<file path="config.mk">
export PLATFORM = sky130hd
export DESIGN_NAME = central_fuzzer_ctrl
export DESIGN_NICKNAME = d
export VERILOG_FILES = /design/src/rtl/central_fuzzer_ctrl_pkg.sv /design/src/rtl/central_fuzzer_ctrl_log_fifo.sv /design/src/rtl/central_fuzzer_ctrl.sv
export SDC_FILE = /design/constraint.sdc
export NUM_CORES = 1
export LEC_CHECK = 0
export CAP_MARGIN = 0
export CORE_MARGIN = 10
export CORE_UTILIZATION = 60
export CTS_CLUSTER_SIZE = 10
export DETAILED_ROUTE_END_ITERATION = 6
export DONT_BUFFER_PORTS = 1
export GPL_TIMING_DRIVEN = 0
export PLACE_DENSITY = 0.8
export SYNTH_ARGS = -nofsm -noshare
export SYNTH_HDL_FRONTEND = slang
export SYNTH_SLANG_ARGS = --single-unit
</file>
<file path="constraint.sdc">
create_clock -name clk -period 7.35 [get_ports clk]
set_input_delay 0.735 -clock clk [delete_from_list [all_inputs] [get_ports clk]]
set_output_delay 0.735 -clock clk [all_outputs]
set_load 0.01 [all_outputs]
</file>
<file path="src/rtl/central_fuzzer_ctrl_pkg.sv">
// Shared types for the central fuzzer controller: FSM states, log entry
// layout and the per-IP result width.
package central_fuzzer_pkg;

  localparam int IP_OUT_W = 33;

  typedef enum logic [2:0] {
    ST_IDLE,
    ST_SELECT,
    ST_WAIT_ACK,
    ST_RECORD,
    ST_DONE
  } state_e;

  typedef struct packed {
    logic [3:0]          ip;
    logic                crash;
    logic                hang;
    logic [IP_OUT_W-1:0] value;
  } log_entry_t;

  // Campaign counters stick at all-ones rather than wrapping.
  function automatic logic [15:0] sat_inc16(input logic [15:0] v);
    return (v == 16'hFFFF) ? v : v + 16'd1;
  endfunction

endpackage

</file>
<file path="src/rtl/central_fuzzer_ctrl_log_fifo.sv">
// First-word-fall-through log FIFO. The head reads as zero while empty so the
// log outputs are clean after reset.
module fuzz_log_fifo
  import central_fuzzer_pkg::*;
#(
  parameter int DEPTH = 8
) (
  input  logic       clk,
  input  logic       rst,
  input  logic       push_i,
  input  log_entry_t data_i,
  input  logic       pop_i,
  output log_entry_t head_o,
  output logic       empty_o,
  output logic       full_o
);

  localparam int AW = $clog2(DEPTH);

  log_entry_t      mem_q [DEPTH];
  logic [AW-1:0]   wr_ptr_q, wr_ptr_d;
  logic [AW-1:0]   rd_ptr_q, rd_ptr_d;
  logic [AW:0]     count_q, count_d;
  logic            do_push;
  logic            do_pop;

  assign empty_o = (count_q == '0);
  assign full_o  = (count_q == (AW+1)'(DEPTH));
  assign do_push = push_i && !full_o;
  assign do_pop  = pop_i && !empty_o;
  assign head_o  = empty_o ? '0 : mem_q[rd_ptr_q];

  // Pointer and occupancy next-state; pointers wrap naturally at DEPTH.
  always_comb begin
    wr_ptr_d = wr_ptr_q;
    rd_ptr_d = rd_ptr_q;
    count_d  = count_q;
    if (do_push) wr_ptr_d = wr_ptr_q + 1'b1;
    if (do_pop)  rd_ptr_d = rd_ptr_q + 1'b1;
    if (do_push && !do_pop)      count_d = count_q + 1'b1;
    else if (do_pop && !do_push) count_d = count_q - 1'b1;
  end

  // Pointer and occupancy registers.
  always_ff @(posedge clk or posedge rst) begin
    if (rst) begin
      wr_ptr_q <= '0;
      rd_ptr_q <= '0;
      count_q  <= '0;
    end else begin
      wr_ptr_q <= wr_ptr_d;
      rd_ptr_q <= rd_ptr_d;
      count_q  <= count_d;
    end
  end

  // Storage needs no reset; the head is masked while empty.
  always_ff @(posedge clk) begin
    if (do_push) mem_q[wr_ptr_q] <= data_i;
  end

endmodule

</file>
<file path="src/rtl/central_fuzzer_ctrl.sv">
// Central fuzzer controller: polls each unmasked local fuzzer in ascending
// order for a number of rounds, logging every result.
//
//   state       | meaning
//   ------------+---------------------------------------------------------
//   ST_IDLE     | waiting for start; counts hold last campaign's values
//   ST_SELECT   | find next masked IP at/after pointer, or end a round
//   ST_WAIT_ACK | enable high on selected IP, timing out towards a hang
//   ST_RECORD   | push captured result; stall here while the log is full
//   ST_DONE     | one-cycle done pulse, then back to idle
module central_fuzzer_ctrl
  import central_fuzzer_pkg::*;
#(
  parameter int NUM_IPS     = 4,
  parameter int ACK_TIMEOUT = 255,
  parameter int LOG_DEPTH   = 8
) (
  input  logic                        clk,
  input  logic                        rst,
  input  logic                        start,
  input  logic [15:0]                 rounds,
  input  logic [NUM_IPS-1:0]          ip_mask,
  output logic [NUM_IPS-1:0]          fz_enable,
  input  logic [NUM_IPS-1:0]          fz_ack,
  input  logic [NUM_IPS-1:0]          fz_crash,
  input  logic [NUM_IPS*IP_OUT_W-1:0] fz_ip_output,
  output logic                        busy,
  output logic                        done,
  output logic [15:0]                 crash_count,
  output logic [15:0]                 hang_count,
  input  logic                        log_rd,
  output logic                        log_valid,
  output logic [3:0]                  log_ip,
  output logic                        log_crash,
  output logic                        log_hang,
  output logic [IP_OUT_W-1:0]         log_value,
  output logic                        log_full
);

  localparam int TW = $clog2(ACK_TIMEOUT);

  state_e                state_q, state_d;
  logic [15:0]           rounds_q, rounds_d;
  logic [NUM_IPS-1:0]    mask_q, mask_d;
  logic [4:0]            ptr_q, ptr_d;
  logic [3:0]            sel_q, sel_d;
  logic [NUM_IPS-1:0]    enable_q, enable_d;
  logic [TW-1:0]         timer_q, timer_d;
  logic                  crash_q, crash_d;
  logic                  hang_q, hang_d;
  logic [IP_OUT_W-1:0]   value_q, value_d;
  logic [15:0]           crash_cnt_q, crash_cnt_d;
  logic [15:0]           hang_cnt_q, hang_cnt_d;

  logic                  found;
  logic [3:0]            found_idx;
  logic                  ack_sel;
  logic                  crash_sel;
  logic [IP_OUT_W-1:0]   value_sel;
  logic                  push;
  logic                  fifo_empty;
  logic                  fifo_full;
  log_entry_t            push_entry;
  log_entry_t            head;

  // Lowest masked IP at or above the pointer (scan downwards so the last hit wins).
  always_comb begin
    found     = 1'b0;
    found_idx = '0;
    for (int i = NUM_IPS - 1; i >= 0; i--) begin
      if (mask_q[i] && (5'(i) >= ptr_q)) begin
        found     = 1'b1;
        found_idx = 4'(i);
      end
    end
  end

  // Route the selected IP's handshake inputs; other IPs' acks are ignored.
  always_comb begin
    ack_sel   = 1'b0;
    crash_sel = 1'b0;
    value_sel = '0;
    for (int i = 0; i < NUM_IPS; i++) begin
      if (4'(i) == sel_q) begin
        ack_sel   = fz_ack[i];
        crash_sel = fz_crash[i];
        value_sel = fz_ip_output[i*IP_OUT_W +: IP_OUT_W];
      end
    end
  end

  // Next-state and datapath updates for the polling FSM.
  always_comb begin
    state_d     = state_q;
    rounds_d    = rounds_q;
    mask_d      = mask_q;
    ptr_d       = ptr_q;
    sel_d       = sel_q;
    enable_d    = enable_q;
    timer_d     = timer_q;
    crash_d     = crash_q;
    hang_d      = hang_q;
    value_d     = value_q;
    crash_cnt_d = crash_cnt_q;
    hang_cnt_d  = hang_cnt_q;
    push        = 1'b0;

    case (state_q)
      ST_IDLE: begin
        if (start) begin
          rounds_d    = rounds;
          mask_d      = ip_mask;
          ptr_d       = '0;
          crash_cnt_d = '0;
          hang_cnt_d  = '0;
          state_d     = (rounds == 16'd0 || ip_mask == '0) ? ST_DONE : ST_SELECT;
        end
      end
      ST_SELECT: begin
        if (found) begin
          sel_d   = found_idx;
          timer_d = '0;
          for (int i = 0; i < NUM_IPS; i++) enable_d[i] = (4'(i) == found_idx);
          state_d = ST_WAIT_ACK;
        end else begin
          // End of a pass: the next SELECT rescans from IP 0.
          ptr_d    = '0;
          rounds_d = rounds_q - 16'd1;
          if (rounds_q == 16'd1) state_d = ST_DONE;
        end
      end
      ST_WAIT_ACK: begin
        // Ack is checked first so it wins over a same-cycle expiry.
        if (ack_sel) begin
          crash_d  = crash_sel;
          hang_d   = 1'b0;
          value_d  = value_sel;
          enable_d = '0;
          state_d  = ST_RECORD;
        end else if (timer_q == TW'(ACK_TIMEOUT - 1)) begin
          crash_d  = 1'b0;
          hang_d   = 1'b1;
          value_d  = '0;
          enable_d = '0;
          state_d  = ST_RECORD;
        end else begin
          timer_d = timer_q + 1'b1;
        end
      end
      ST_RECORD: begin
        // Wait for a free slot rather than drop a result.
        if (!fifo_full) begin
          push = 1'b1;
          if (hang_q)       hang_cnt_d  = sat_inc16(hang_cnt_q);
          else if (crash_q) crash_cnt_d = sat_inc16(crash_cnt_q);
          ptr_d   = {1'b0, sel_q} + 5'd1;
          state_d = ST_SELECT;
        end
      end
      ST_DONE: state_d = ST_IDLE;
      default: state_d = ST_IDLE;
    endcase
  end

  // FSM and datapath registers.
  always_ff @(posedge clk or posedge rst) begin
    if (rst) begin
      state_q     <= ST_IDLE;
      rounds_q    <= '0;
      mask_q      <= '0;
      ptr_q       <= '0;
      sel_q       <= '0;
      enable_q    <= '0;
      timer_q     <= '0;
      crash_q     <= 1'b0;
      hang_q      <= 1'b0;
      value_q     <= '0;
      crash_cnt_q <= '0;
      hang_cnt_q  <= '0;
    end else begin
      state_q     <= state_d;
      rounds_q    <= rounds_d;
      mask_q      <= mask_d;
      ptr_q       <= ptr_d;
      sel_q       <= sel_d;
      enable_q    <= enable_d;
      timer_q     <= timer_d;
      crash_q     <= crash_d;
      hang_q      <= hang_d;
      value_q     <= value_d;
      crash_cnt_q <= crash_cnt_d;
      hang_cnt_q  <= hang_cnt_d;
    end
  end

  assign push_entry = '{ip: sel_q, crash: crash_q, hang: hang_q, value: value_q};

  fuzz_log_fifo #(
    .DEPTH (LOG_DEPTH)
  ) u_log (
    .clk     (clk),
    .rst     (rst),
    .push_i  (push),
    .data_i  (push_entry),
    .pop_i   (log_rd),
    .head_o  (head),
    .empty_o (fifo_empty),
    .full_o  (fifo_full)
  );

  assign fz_enable   = enable_q;
  assign busy        = (state_q == ST_SELECT) || (state_q == ST_WAIT_ACK) ||
                       (state_q == ST_RECORD);
  assign done        = (state_q == ST_DONE);
  assign crash_count = crash_cnt_q;
  assign hang_count  = hang_cnt_q;
  assign log_valid   = !fifo_empty;
  assign log_full    = fifo_full;
  assign log_ip      = head.ip;
  assign log_crash   = head.crash;
  assign log_hang    = head.hang;
  assign log_value   = head.value;

endmodule

</file>
# Word level (Yosys, flattened, before mapping)
# Memory sizes are Yosys's and may differ from the RTL's.
# Cells that the tools add are included.
word_totals:
  ramBits: 312
  latch_bits: 0
  n_memories: 1
  out_inout_bits: 79
  wordCells: 160
  inputBits: 164
  mem_bits_ro: 0
  register_bits: 121
op_classes:
  bitwise: 0
  magnitude_cmp: 4
  n_reduce_logical: 37
  addsub: 9
  mul: 0
  shifts: 0
  div: 0
  eq_ne: 28
  n_mux: 66
memory_table:
  columns: ["memory", "depth", "width", "read_ports", "rd_ports_with_merged_regs", "write_ports", "line_no", "text"]
  rows:
  - ["u_log.mem_q", 8, 39, 1, 0, 1, "central_fuzzer_ctrl_log_fifo.sv:20", "log_entry_t mem_q [DEPTH];"]
op_table:
  columns: ["cell", "n"]
  rows:
  - ["2-to-1 mux 33 bit", 6]
  - ["2-to-1 mux 16 bit", 10]
  - ["case mux 16 bit (2 select lines)", 3]
  - ["2-to-1 mux 39 bit", 1]
  - ["adder 16 x 1 -> 16 bit, second input constant", 2]
  - ["equality test 16 bit, second input constant", 2]
  - ["2-to-1 mux 4 bit", 8]
  - ["2-to-1 mux 8 bit", 3]
  - ["!= test 2 bit, second input constant", 11]
  - ["2-to-1 mux 3 bit", 7]
  - ["2-to-1 mux 1 bit", 20]
  - ["equality test 16 x 1 -> 1 bit, second input constant", 1]
  - ["equality test 2 x 4 -> 1 bit, first input constant", 4]
  - ["zero test 16 bit", 1]
  - ["zero test 4 bit", 4]
  - ["case mux 8 bit (2 select lines)", 1]
  - ["subtractor 16 x 1 -> 16 bit, second input constant", 1]
  - ["2-to-1 mux 5 bit", 3]
  - ["case mux 5 bit (3 select lines)", 1]
  - ["case mux 3 bit (4 select lines)", 1]
  - ["AND reduction 4 bit", 3]
  - [">= comparator 1 x 5 -> 1 bit, first input constant", 2]
  - [">= comparator 2 x 5 -> 1 bit, first input constant", 2]
  - ["nonzero test 2 bit", 5]
  - ["23 further kinds", 42]

# Longest topological paths before layout
# Gate-level depths: netlist of the first run.
depth:
  word_depth: 9
  ltp_mapped: 13

# Cells and area by module
# A second synthesis of the first run with hierarchy kept.
unflattened:
  cells_unflattened: 1262
  hier_area_um2: 18594.1
by_module_without_submodules:
  columns: ["module", "area_each_um2", "cells_per_inst", "n_inst"]
  rows:
  - ["fuzz_log_fifo", 12259.3, 521, 1]
  - ["central_fuzzer_ctrl", 6334.8, 741, 1]

# Least setup slack after synthesis of the first run
# Ideal clock, no wire load.
synth_timing:
  path_kind: "register -> register"
  startpoint: "reg state_q[2]"
  endpoint: "mem u_log.mem_q[2][0] (netlist bit), enable pin"
  setup_ns: 0.537
  period_less_slack_ns: 5.396
  arrival_time_ns: 4.860
  n_path_buf: 1
  stages_incl_launch_ff: 5
  setup_slack_ns: 1.954
  path_cell_list: "dfrtp_1 -> and3b_1 -> clkbuf_2 -> nand2_1 -> nor4b_1"
synth_via:
  elab_chain_len: 5
synth_rtl:
  columns: ["item", "line_no", "text"]
  rows:
  - ["start: declaration", "central_fuzzer_ctrl.sv:42", "state_e state_q, state_d;"]
  - ["start signal: assignment", "central_fuzzer_ctrl.sv:181", "state_q <= state_d;"]
  - ["equality test 3 x 2 -> 1 bit", "central_fuzzer_ctrl.sv:108", "case (state_q)"]
  - ["2-to-1 mux 1 bit", "central_fuzzer_ctrl.sv:108", null]
  - ["logical AND 1 bit", "central_fuzzer_ctrl_log_fifo.sv:29", "assign do_push = push_i && !full_o;"]
  - ["2-to-1 mux 1 bit", "central_fuzzer_ctrl_log_fifo.sv:59", "if (do_push) mem_q[wr_ptr_q] <= data_i;"]
  - ["2-to-1 mux 1 bit (not written as such)", "central_fuzzer_ctrl_log_fifo.sv:59", null]
  - ["end: declaration", "central_fuzzer_ctrl_log_fifo.sv:20", null]
# Every way passes these cells.

# Worst setup path after layout of the first run
layout_timing:
  startpoint: "reg u_log.rd_ptr_q[1]"
  endpoint: "out log_value[10]"
layout_via:
  elab_chain_len: 2
layout_rtl:
  columns: ["item", "line_no", "text"]
  rows:
  - ["start: declaration", "central_fuzzer_ctrl_log_fifo.sv:22", "logic [AW-1:0] rd_ptr_q, rd_ptr_d;"]
  - ["start signal: assignment", "central_fuzzer_ctrl_log_fifo.sv:52", "rd_ptr_q <= rd_ptr_d;"]
  - ["memory (8 x 39 bit)", null, null]
  - ["2-to-1 mux 39 bit", "central_fuzzer_ctrl_log_fifo.sv:31", "assign head_o = empty_o ? '0 : mem_q[rd_ptr_q];"]
  - ["end: declaration", "central_fuzzer_ctrl.sv:36", "output logic [IP_OUT_W-1:0] log_value,"]
# Every way passes these cells.

==> results by group, run 1 <==
Place
  • DP HPWL: 33,400 um
  • Placed cells: 1,705
  • GPL Wtd Cong: 0.877
  • IO Port Bufs: 0

Synth
  • Share of the synthesized area in the top cell type: 48.9%
  • Largest area contributor in the netlist: edfxtp_1
  • Netlist Area Pre-Place: 18,200 um^2
  • Most common cell in the netlist: edfxtp_1
  • Synthesized area per cell: 14.2 um^2
  • Synth cell count leaders: edfxtp_1 (296), dfrtp_1 (117), nand2_1 (88), nor2_1 (82), mux4_2 (74)
  • Ranking of synthesized cells by area: edfxtp_1 (49%), dfrtp_1 (16%), mux4_2 (9.2%)
  • Synth unique cells: 71
  • Sequential area share after synthesis: 65.1%
  • Synth Register Bits: 413
  • Synthesis Warnings: 0
  • Ys flop type: edfxtp_1
  • Post-synth ARST share: 28.3%
  • Number of synthesized flops with an enable pin: 296
  • Synth Instances: 1,280

Worst setup path
  • WP data required: 6.61 ns
  • R2R Path Start: sel_q[0]
  • Path type of the worst setup path: reg -> out
  • Worst reg2reg setup slack: 3.43 ns
  • Setup crit start kind: flip-flop
  • Crit end category: primary output
  • Worst-path maximum fanout: 10
  • Cell count of the worst reg-to-reg path: 9
  • Worst r2r dst: value_q[11]
  • Critical path arrival: 3.18 ns

STA
  • Clk_skew: 0.0230 ns
  • Max Clock Freq: 0.255 GHz
  • Fin crit share: 53.3%
  • Slew @ Worst Pin: 1.12 ns
  • Setup-failing EPs final: 0
  • Fin crit period: 3.92 ns
  • RSZ-0062 raised after global routing: false
  • Hold Violations, Final: 0
  • Slew margin rel.: 24.8%
  • Pins over their slew limit: 0

CTS
  • Post-CTS sizing: 0
  • Clock buffer depth: 3
  • Total CTS buffers: 47
  • Reg clk slew, reported paths: 0.06 ns
  • Worst-skew pair later-pin latency: 0.56 ns
  • Post-CTS setup buffer count: 0
  • CTS Hold Bufs: 0
  • Clk sink count: 413
  • H-tree depth: 2
  • Clock Tree Root: clkbuf_16
  • CTS tree: yes

Pwr
  • Power Dens Cells: 433 nW/um^2
  • Power Total: 8.86 mW
  • Static leakage: 7.24 nW
  • Worst vdd rail ir drop: 215 uV

Layout
  • Final Non-Filler Cells: 1,794
  • Filler cell count: 1,901
  • Layout cells sized above 1: 14.0%
  • Area of the multi-input gates: 5980 um^2
  • Number of nets in the layout: 1,544
  • Synthesis-to-layout area growth: 12.8%
  • FF+latch area: 11,800 um^2

Detailed routing
  • Avg Vias per Cell: 6.72
  • DR WL/cell: 27.2 um
  • First-pass iteration count of the detailed router: 5
  • Antenna Nets Post-Route: 0
  • Vias: 12,100
  • Drt first-iter violations: 1,383
  • # DRC: 0
  • Routed wire length: 48,900 um

Floorplan
  • Core Area: 29,700 um^2
  • Number of I/O pins: 243
  • Chip Height: 194 um
  • Die width: 194 um
  • Die Footprint: 37,600 um^2
  • Initial Util: 61.1%
  • # rows: 63

Run status
  • Outcome: completed

Global routing
  • Largest net degree at the start of global routing: 81
  • GR Overflow Total: 0
  • Vias in the first global route: 11,900
  • GRT Overall Usage: 25.1%
  • Initial antenna violation count: 1
  • First-pass GRT wire length: 73,700 um

Min path
  • Hold Path Class: in -> async

Flow run
  • MaxCap Viol Count: 0
-- cells in the final DEF, fill, tap and decap left out, types with 17 or more instances in the layout --
| cell type | n |
|---|---|
| xnor2_1 | 18 |
| mux2i_1 | 43 |
| buf_6 | 17 |
| dfrtp_1 | 117 |
| inv_1 | 22 |
| clkbuf_16 | 48 |
| mux4_2 | 74 |
| a21oi_1 | 61 |
| o21ai_0 | 59 |
| a221oi_1 | 33 |
| edfxtp_1 | 296 |
| nor2b_1 | 36 |
| nor4_1 | 18 |
| nor2_1 | 81 |
| nor3_1 | 54 |
| nand3_1 | 33 |
| nand2_1 | 88 |
| clkbuf_1 | 92 |
-- stage by stage --
stage | setup slack (ns) | util [%] | cell area, um^2 | TNS (ns) | hold slack [ns]
after floorplan | 1.95 | - | 18200 | 0 | 0.436
after global placement | -1.84 | 62.8 | 18700 | -114.24 | 0.467
final | 3.43 | 69.0 | 20500 | 0 | 0.0383
after detailed placement | 3.58 | 64.2 | 19100 | 0 | 0.482
after global routing | 3.31 | 69.0 | 20500 | 0 | 0.0595
after CTS | 3.44 | 68.9 | 20500 | 0 | 0.0397
-- how the worst max path moves through the flow --
stage / startpoint / slack [ns] / depth (start not counted) / endpoint
3_5_place_dp: sel_q[1] / 3.58 / 10 / value_q[11]
2_1_floorplan: state_q[2] / 1.95 / 4 / u_log.mem_q[2][0]
5_1_grt: u_log.rd_ptr_q[0] / 3.31 / 5 / log_value[16]
3_3_place_gp: state_q[2] / -1.84 / 4 / u_log.mem_q[2][19]
4_1_cts: u_log.rd_ptr_q[0] / 3.44 / 5 / log_value[10]
6_report: u_log.rd_ptr_q[1] / 3.43 / 5 / log_value[10]
-- cell type report --
type | instances | area share, %
sequential | 413 | 57.7
clock buffer | 83 | 6.55
timing repair buffer | 34 | 1.88
buffer | 80 | 1.62
antenna | 3 | 0.0366
tap | 390 | 2.38
clock inverter | 3 | 0.269
inverter | 23 | 0.446
multi-input combinational | 765 | 29.2
-- critical path, stage by stage, from the launching register on --
cell	delay [ns]
dfrtp_1	0.42
clkbuf_1	0.59
clkbuf_1	0.75
mux4_2	0.46
mux2i_1	0.27
nor2_1	0.14
-- routing by layer --
metal / vias up / GRT usage [%] / part of all wire, %
li1: 5152 / - / -
met1: 6059 / 31.1 / 36
met2: 739 / 41.2 / 49
met3: 104 / 8.00 / 11
met4: 2 / 8.38 / 3.2
met5: - / 0 / 0.031
-- flip-flops by register name, indices dropped and copies added, names as in the netlist, 2 cells and up --
register / flops
crash_count: 16
fz_enable: 4
hang_count: 16
mask_q: 4
ptr_q: 3
rounds_q: 16
sel_q: 2
state_q: 3
timer_q: 8
u_log.count_q: 4
u_log.mem_q: 296
u_log.rd_ptr_q: 3
u_log.wr_ptr_q: 3
value_q: 33
-- power by group --
part	internal (mW)	switching, mW	total, mW	leakage, nW
Combinational	1.21	2.01	3.22	2.36
Sequential	3.11	0.407	3.51	4.22
Clock	1.24	0.895	2.13	0.664
-- kinds of logic after synthesis --
group	synth area share, %
mux	11.8
buf+inv	2.31
fa+ha+maj	1.14
xor+xnor	1.11
compound gates	8.22
simple gates	10.4
flops	65.1
other cells	0.0206
Note: power is estimated with default switching activity, not from simulation.
==> run 2: changes to the inputs <==
==> constraint.sdc (replaced) <==
create_clock -name clk -period 3.9 [get_ports clk]
set_input_delay 0.39 -clock clk [delete_from_list [all_inputs] [get_ports clk]]
set_output_delay 0.39 -clock clk [all_outputs]
set_load 0.01 [all_outputs]
==> results by group, run 2 (synthesis gave the netlist of run 1 again) <==
STA
  • Hold Violations, Final: 0 (unchanged)
  • Fin crit share: 92.0%
  • Fin crit period: 3.59 ns
  • Clk_skew: 0.0369 ns (+0.0138 ns)
  • RSZ-0062 raised after global routing: false
  • Slew @ Worst Pin: 1.15 ns (+0.0246 ns)
  • Slew margin rel.: 22.9% (-1.9 points)
  • Max Clock Freq: 0.279 GHz
  • Setup-failing EPs final: 0 (unchanged)
  • Pins over their slew limit: 0 (unchanged)
  • Worst hold margin: 0.0366 ns (-0.00175 ns)

Worst setup path
  • Slowest cell on crit path: buf_1
  • CP cell instances: clkbuf_1, buf_1, mux2i_1, nor2_1
  • Crit end category: primary output
  • WP data required: 3.51 ns (-3.10 ns)
  • Critical path arrival: 3.20 ns (+0.02 ns)
  • Buf+Inv Stages, Crit Path: 2 (unchanged)
  • Setup crit start kind: flip-flop
  • Path type of the worst setup path: reg -> out
  • Worst-path maximum fanout: 10 (unchanged)
  • Critical path's largest stage delay: 0.82 ns (+0.07 ns)
  • Cell family with most CP delay: buffers and inverters

Layout
  • Reg with most FFs: u_log.mem_q
  • Fin area: 20,600 um^2 (+0.42%)
  • Number of nets in the layout: 1,536 (-0.52%)
  • Largest register FFs: 296 (unchanged)
  • Most common cell after layout, fill and taps aside: edfxtp_1
  • Largest registers: u_log.mem_q: 296 flops, value_q: 33 flops
  • Layout cells sized above 1: 13.2% (-0.77 points)
  • Final Non-Filler Cells: 1,786 (-0.45%)
  • Synthesis-to-layout area growth: 13.3%
  • Most frequent cells in the layout: edfxtp_1 (296), dfrtp_1 (117), clkbuf_1 (89), nand2_1 (88), nor2_1 (81)

Detailed routing
  • DR WL/cell: 27.8 um (+2.0%)
  • Antenna Nets Post-Route: 0 (unchanged)
  • # DRC: 0 (unchanged)
  • Routed wire length: 49,600 um (+1.5%)
  • Vias: 12,100 (+0.11%)
  • Avg Vias per Cell: 6.76 (+0.56%)
  • Drt first-iter violations: 1,278 (-7.6%)
  • First-pass iteration count of the detailed router: 7 (+2)

CTS
  • Post-CTS setup buffer count: 0 (unchanged)
  • Reg clk slew, reported paths: 0.05 ns (about the same)
  • Total CTS buffers: 47 (unchanged)
  • Clock Tree Root: clkbuf_16
  • Clk sink count: 413 (unchanged)
  • Worst-skew pair later-pin latency: 0.56 ns (about the same)
  • H-tree depth: 2 (unchanged)
  • Clock buffer depth: 3 (unchanged)
  • CTS tree: yes

Place
  • IO Port Bufs: 0 (unchanged)
  • Cell Area, Placed: 19,100 um^2 (+0.15%)
  • DP HPWL: 32,900 um (-1.3%)
  • Placed cells: 1,691 (-0.82%)
  • GPL Wtd Cong: 0.894 (+1.9%)

Floorplan
  • Chip Height: 194 um (unchanged)
  • Die Footprint: 37,600 um^2 (unchanged)
  • # rows: 63 (unchanged)
  • Die width: 194 um (unchanged)
  • Initial Util: 61.1% (unchanged)
  • Number of I/O pins: 243 (unchanged)
  • Core Area: 29,700 um^2 (unchanged)

Global routing
  • First-pass GRT wire length: 75,600 um (+2.6%)
  • GR Overflow Total: 0 (unchanged)
  • Largest net degree at the start of global routing: 79 (-2.5%)
  • GRT Overall Usage: 25.7% (+0.52 points)
  • Vias in the first global route: 12,400 (+3.9%)
  • Initial antenna violation count: 3 (+2)

Pwr
  • Power Total: 16.8 mW (+90%)
  • Static leakage: 7.25 nW (about the same)
  • Power Dens Cells: 817 nW/um^2 (+89%)
  • Worst vdd rail ir drop: 419 uV (+95%)

Flow run
  • MaxCap Viol Count: 0 (unchanged)

Min path
  • Hold Path Class: in -> reg

Run status
  • Outcome: completed
## run 2: changes by cell type in the layout (fill, tap and decap cells not counted), sizes merged
cell,change
clkbuf,-1
buf,-14
clkinv,+1
diode,+1
inv,-1
dlygate4sd3,+6
## run 2: power by group
part	internal (mW)	switching (mW)	total, mW
combinational	2.29	3.86	6.15
sequential	5.85	0.795	6.65
clock	2.32	1.68	4.01
total	10.5	6.34	16.8
## run 2: repair_timing
item	CTS	global route
hold buffers	6	0
hold endpoints to repair	44	0
setup endpoints to repair	0	30
resized for setup	0	5
## run 2: metal layers
| metal | GRT usage, % | part of all wire, % | vias to the layer above |
|---|---|---|---|
| met2 | 43.0 | 50 | 784 |
| met1 | 31.5 | 36 | 6036 |
| met4 | 9.57 | 3.4 | 0 |
| met5 | 0 | 0 | - |
| li1 | - | - | 5140 |
| met3 | 6.60 | 11 | 109 |
## run 2: final timing paths
check / slack (ns) / to / from / depth (start not counted)
max in group asynchronous: 2.81 / mask_q[0] / rst / 3
worst max register to register: 0.39 / value_q[12] / sel_q[1] / 10
worst max-delay path: 0.31 / log_ip[0] / u_log.rd_ptr_q[2] / 4
worst min register to register: 0.47 / mask_q[0] / mask_q[0] / 2
worst min-delay path: 0.04 / value_q[5] / fz_ip_output[104] / 2
min in group asynchronous: 0.34 / hang_count[8] / rst / 2
## run 2: through the flow
step / setup TNS, ns / setup WS, ns / utilization (%)
after floorplan: 0 / 0.318 / -
after global placement: -447.93 / -1.83 / 62.9
after detailed placement: 0 / 0.164 / 64.3
after CTS: 0 / 0.0495 / 69.2
after global routing: 0 / 0.151 / 69.2
final: 0 / 0.313 / 69.3
## run 2: worst reg2reg max path, cell delays in order (launching register included)
cell and delay [ns]:
dfrtp_1 0.58, inv_1 0.12, ha_1 0.22, clkbuf_2 0.35, nand3b_1 0.27, a211oi_1 0.28, clkbuf_1 0.41, o21ai_1 0.45
clkbuf_1 0.42, nand2_1 0.15, o21ai_0 0.12
## run 2: final cells by class
type                    instances  area [um^2]
flip-flops and latches        413        11800
fillers                      1901         9140
multi-input cells             765         6030
clock buffers                  82         1340
well taps                     390          488
repair buffers                 26          425
plain buffers                  80          335
inverters                      23         91.3
clock inverters                 3         51.3
diodes                          4         10.0
==> run 3: changes to the inputs <==
--- a/config.mk
+++ b/config.mk
@@ -5,6 +5,7 @@
 export SDC_FILE = /design/constraint.sdc
 export NUM_CORES = 1
 export LEC_CHECK = 0
+export ABC_AREA = 1
 export CAP_MARGIN = 0
 export CORE_MARGIN = 10
 export CORE_UTILIZATION = 60
@@ -13,6 +14,7 @@
 export DONT_BUFFER_PORTS = 1
 export GPL_TIMING_DRIVEN = 0
 export PLACE_DENSITY = 0.8
+export SLEW_MARGIN = 10
 export SYNTH_ARGS = -nofsm -noshare
 export SYNTH_HDL_FRONTEND = slang
 export SYNTH_SLANG_ARGS = --single-unit
==> results by group, run 3 <==
Run status
  • Outcome: finished, violations left
  • Violated checks: design-rule violations

Place
  • Placed cells: 2,403 (+42%)
  • Pre-CTS WS: 1.16 ns (+0.994 ns)
  • DP HPWL: 39,200 um (+19%)
  • Cell Area, Placed: 19,900 um^2 (+4.1%)
  • IO Port Bufs: 0 (unchanged)
  • GPL Wtd Cong: 0.933 (+4.4%)

Synth
  • Post-synth ARST share: 28.3% (unchanged)
  • Synth cell count leaders: nand2_1 (453), nor2_1 (412), edfxtp_1 (296), o21ai_0 (237), dfrtp_1 (117)
  • Ys flop type: edfxtp_1
  • Ranking of synthesized cells by area: edfxtp_1 (47%), dfrtp_1 (15%), nand2_1 (8.9%)
  • Sequential area share after synthesis: 61.9% (-3.2 points)
  • Netlist Area Pre-Place: 19,100 um^2 (+5.1%)
  • Synthesis Warnings: 0 (unchanged)
  • Synth Register Bits: 413 (unchanged)
  • Largest area contributor in the netlist: edfxtp_1
  • Synth Instances: 1,990 (+55%)
  • Most common cell in the netlist: nand2_1
  • Synth unique cells: 41 (-42%)
  • Share of the synthesized area in the top cell type: 46.6% (-2.4 points)
  • Synthesized area per cell: 9.59 um^2 (-32%)
  • Number of synthesized flops with an enable pin: 296 (unchanged)

Pwr
  • Power Dens Cells: 811 nW/um^2 (-0.69%)
  • Power Total: 17.3 mW (+2.8%)
  • Static leakage: 8.31 nW (+15%)
  • Worst vdd rail ir drop: 528 uV (+26%)

Worst setup path
  • Worst-path maximum fanout: 10 (unchanged)
  • Path type of the worst setup path: reg -> out
  • Critical path arrival: 3.02 ns (-0.18 ns)
  • Crit end category: primary output
  • Setup crit start kind: flip-flop
  • WP data required: 3.51 ns (about the same)

Global routing
  • Initial antenna violation count: 1 (-2)
  • GRT Overall Usage: 27.8% (+2.1 points)
  • Largest net degree at the start of global routing: 69 (-13%)
  • First-pass GRT wire length: 84,500 um (+12%)
  • GR Overflow Total: 0 (unchanged)
  • Vias in the first global route: 14,800 (+19%)

Floorplan
  • Core Area: 31,500 um^2 (+5.9%)
  • Initial Util: 60.7% (-0.47 points)
  • Die width: 198 um (+2.3%)
  • Die Footprint: 39,400 um^2 (+4.6%)
  • Chip Height: 198 um (+2.3%)
  • Number of I/O pins: 243 (unchanged)
  • # rows: 65 (+3.2%)

Flow run
  • MaxCap Viol Count: 0 (unchanged)

CTS
  • CTS tree: yes
  • CTS Hold Bufs: 3 (-3)
  • H-tree depth: 2 (unchanged)
  • Worst-skew pair later-pin latency: 0.55 ns (about the same)
  • Post-CTS sizing: 0 (unchanged)
  • Clk sink count: 413 (unchanged)
  • Clock Tree Root: clkbuf_16
  • Reg clk slew, reported paths: 0.05 ns (about the same)
  • Post-CTS setup buffer count: 0 (unchanged)
  • Clock buffer depth: 3 (unchanged)
  • Total CTS buffers: 47 (unchanged)

STA
  • Pins over their slew limit: 0 (unchanged)
  • Slew margin rel.: 51.2% (+28 points)
  • Hold Violations, Final: 0 (unchanged)
  • Worst hold margin: 0.00271 ns (-0.0339 ns)
  • Setup TNS: 0 ns (unchanged)
  • Fin crit share: 87.4% (-4.5 points)
  • RSZ-0062 raised after global routing: false
  • Max Clock Freq: 0.293 GHz (+5.2%)
  • Setup-failing EPs final: 0 (unchanged)
  • Slew @ Worst Pin: 0.724 ns (-0.422 ns)
  • Clk_skew: 0.0246 ns (-0.0122 ns)
  • Fin crit period: 3.41 ns (-0.177 ns)
  • Final worst slack: 0.490 ns (+0.177 ns)

Detailed routing
  • DR WL/cell: 22.3 um (-20%)
  • First-pass iteration count of the detailed router: 7 (unchanged)
  • Vias: 15,200 (+26%)
  • Antenna Nets Post-Route: 0 (unchanged)
  • Avg Vias per Cell: 6.10 (-9.8%)
  • Routed wire length: 55,500 um (+12%)
  • # DRC: 1 (+1)
  • Drt first-iter violations: 1,673 (+31%)

Min path
  • Hold Path Class: in -> reg

Layout
  • Number of nets in the layout: 2,233 (+45%)
  • Final Non-Filler Cells: 2,491 (+39%)
  • Filler cell count: 2,251 (+18%)
  • Most common cell after layout, fill and taps aside: nand2_1
  • Fin area: 21,300 um^2 (+3.5%)
  • Synthesis-to-layout area growth: 11.6%
  • Largest registers: u_log.mem_q: 296 flops, value_q: 33 flops
  • Post-layout util: 67.7% (-1.6 points)
  • Most frequent cells in the layout: nand2_1 (453), nor2_1 (404), edfxtp_1 (296), o21ai_0 (237), dfrtp_1 (117)
  • Largest register FFs: 296 (unchanged)
  • Reg with most FFs: u_log.mem_q
  • Layout cells sized above 1: 6.61% (-6.6 points)
-- run 3: cell count changes in the layout (fill, tap and decap cells not counted), moves of 39 or more --
| cell | before | now |
|---|---|---|
| nor2_1 | 81 | 404 |
| mux4_2 | 74 | 0 |
| nor3_1 | 54 | 6 |
| nand2_1 | 88 | 453 |
| o21ai_0 | 59 | 237 |
| mux2i_1 | 43 | 0 |
| inv_1 | 22 | 61 |
-- run 3: final timing paths --
path                              startpoint                 to  slack [ns]  depth (start not counted)
setup / recovery            u_log.count_q[0]          log_crash        0.49                          6
hold / removal             fz_ip_output[106]         value_q[7]       0.003                          2
hold reg to reg                    mask_q[1]          mask_q[1]        0.49                          2
max in group asynchronous                rst  u_log.wr_ptr_q[2]        2.80                          3
setup reg to reg            u_log.count_q[0]   u_log.count_q[3]        1.13                         12
min in group asynchronous                rst           ptr_q[2]        0.39                          2
-- run 3: where the power goes --
part           switching [mW]  internal, mW
clock network            1.65          2.31
logic                    4.86          1.90
registers               0.796          5.75
total                    7.31          9.96
-- run 3: per-layer routing --
| layer | up-vias | share of wire (%) | track usage, % |
|---|---|---|---|
| met1 | 7256 | 38 | 34.7 |
| met5 | - | 0 | 0 |
| met4 | 0 | 2.6 | 8.51 |
| met2 | 907 | 50 | 47.6 |
| met3 | 121 | 9.8 | 5.64 |
| li1 | 6904 | - | - |
-- run 3: area by class of cell --
| class | count | area, um^2 | area share, % |
|---|---|---|---|
| Timing Repair Buffer | 13 | 268 | 1.26 |
| Multi-Input combinational cell | 1402 | 6600 | 31.0 |
| Tap cell | 402 | 503 | 2.36 |
| Clock inverter | 2 | 32.5 | 0.153 |
| Sequential cell | 413 | 11800 | 55.5 |
| Buffer | 106 | 477 | 2.24 |
| Inverter | 70 | 268 | 1.26 |
| Antenna cell | 1 | 2.50 | 0.0117 |
| Clock buffer | 82 | 1340 | 6.28 |
-- run 3: worst max-delay path, cell delays in order (launching register included) --
cell and delay [ns]:
dfrtp_1 0.44, nor2_1 0.10, nand3_1 0.22, clkbuf_1 0.50
clkbuf_1 0.55, o21ai_0 0.25, nor2_1 0.42
-- run 3: kinds of logic after synthesis --
logic type	after synthesis	share of synthesized area, %
other	1	0.0196
xor gates and xnor gates	34	1.56
and+or+nand+nor	971	20.3
AOI/OAI and AO/OA	378	11.2
muxes	1	0.0590
DFF	413	61.9
buffers and inverters	176	3.87
adders and majority gates	16	1.09
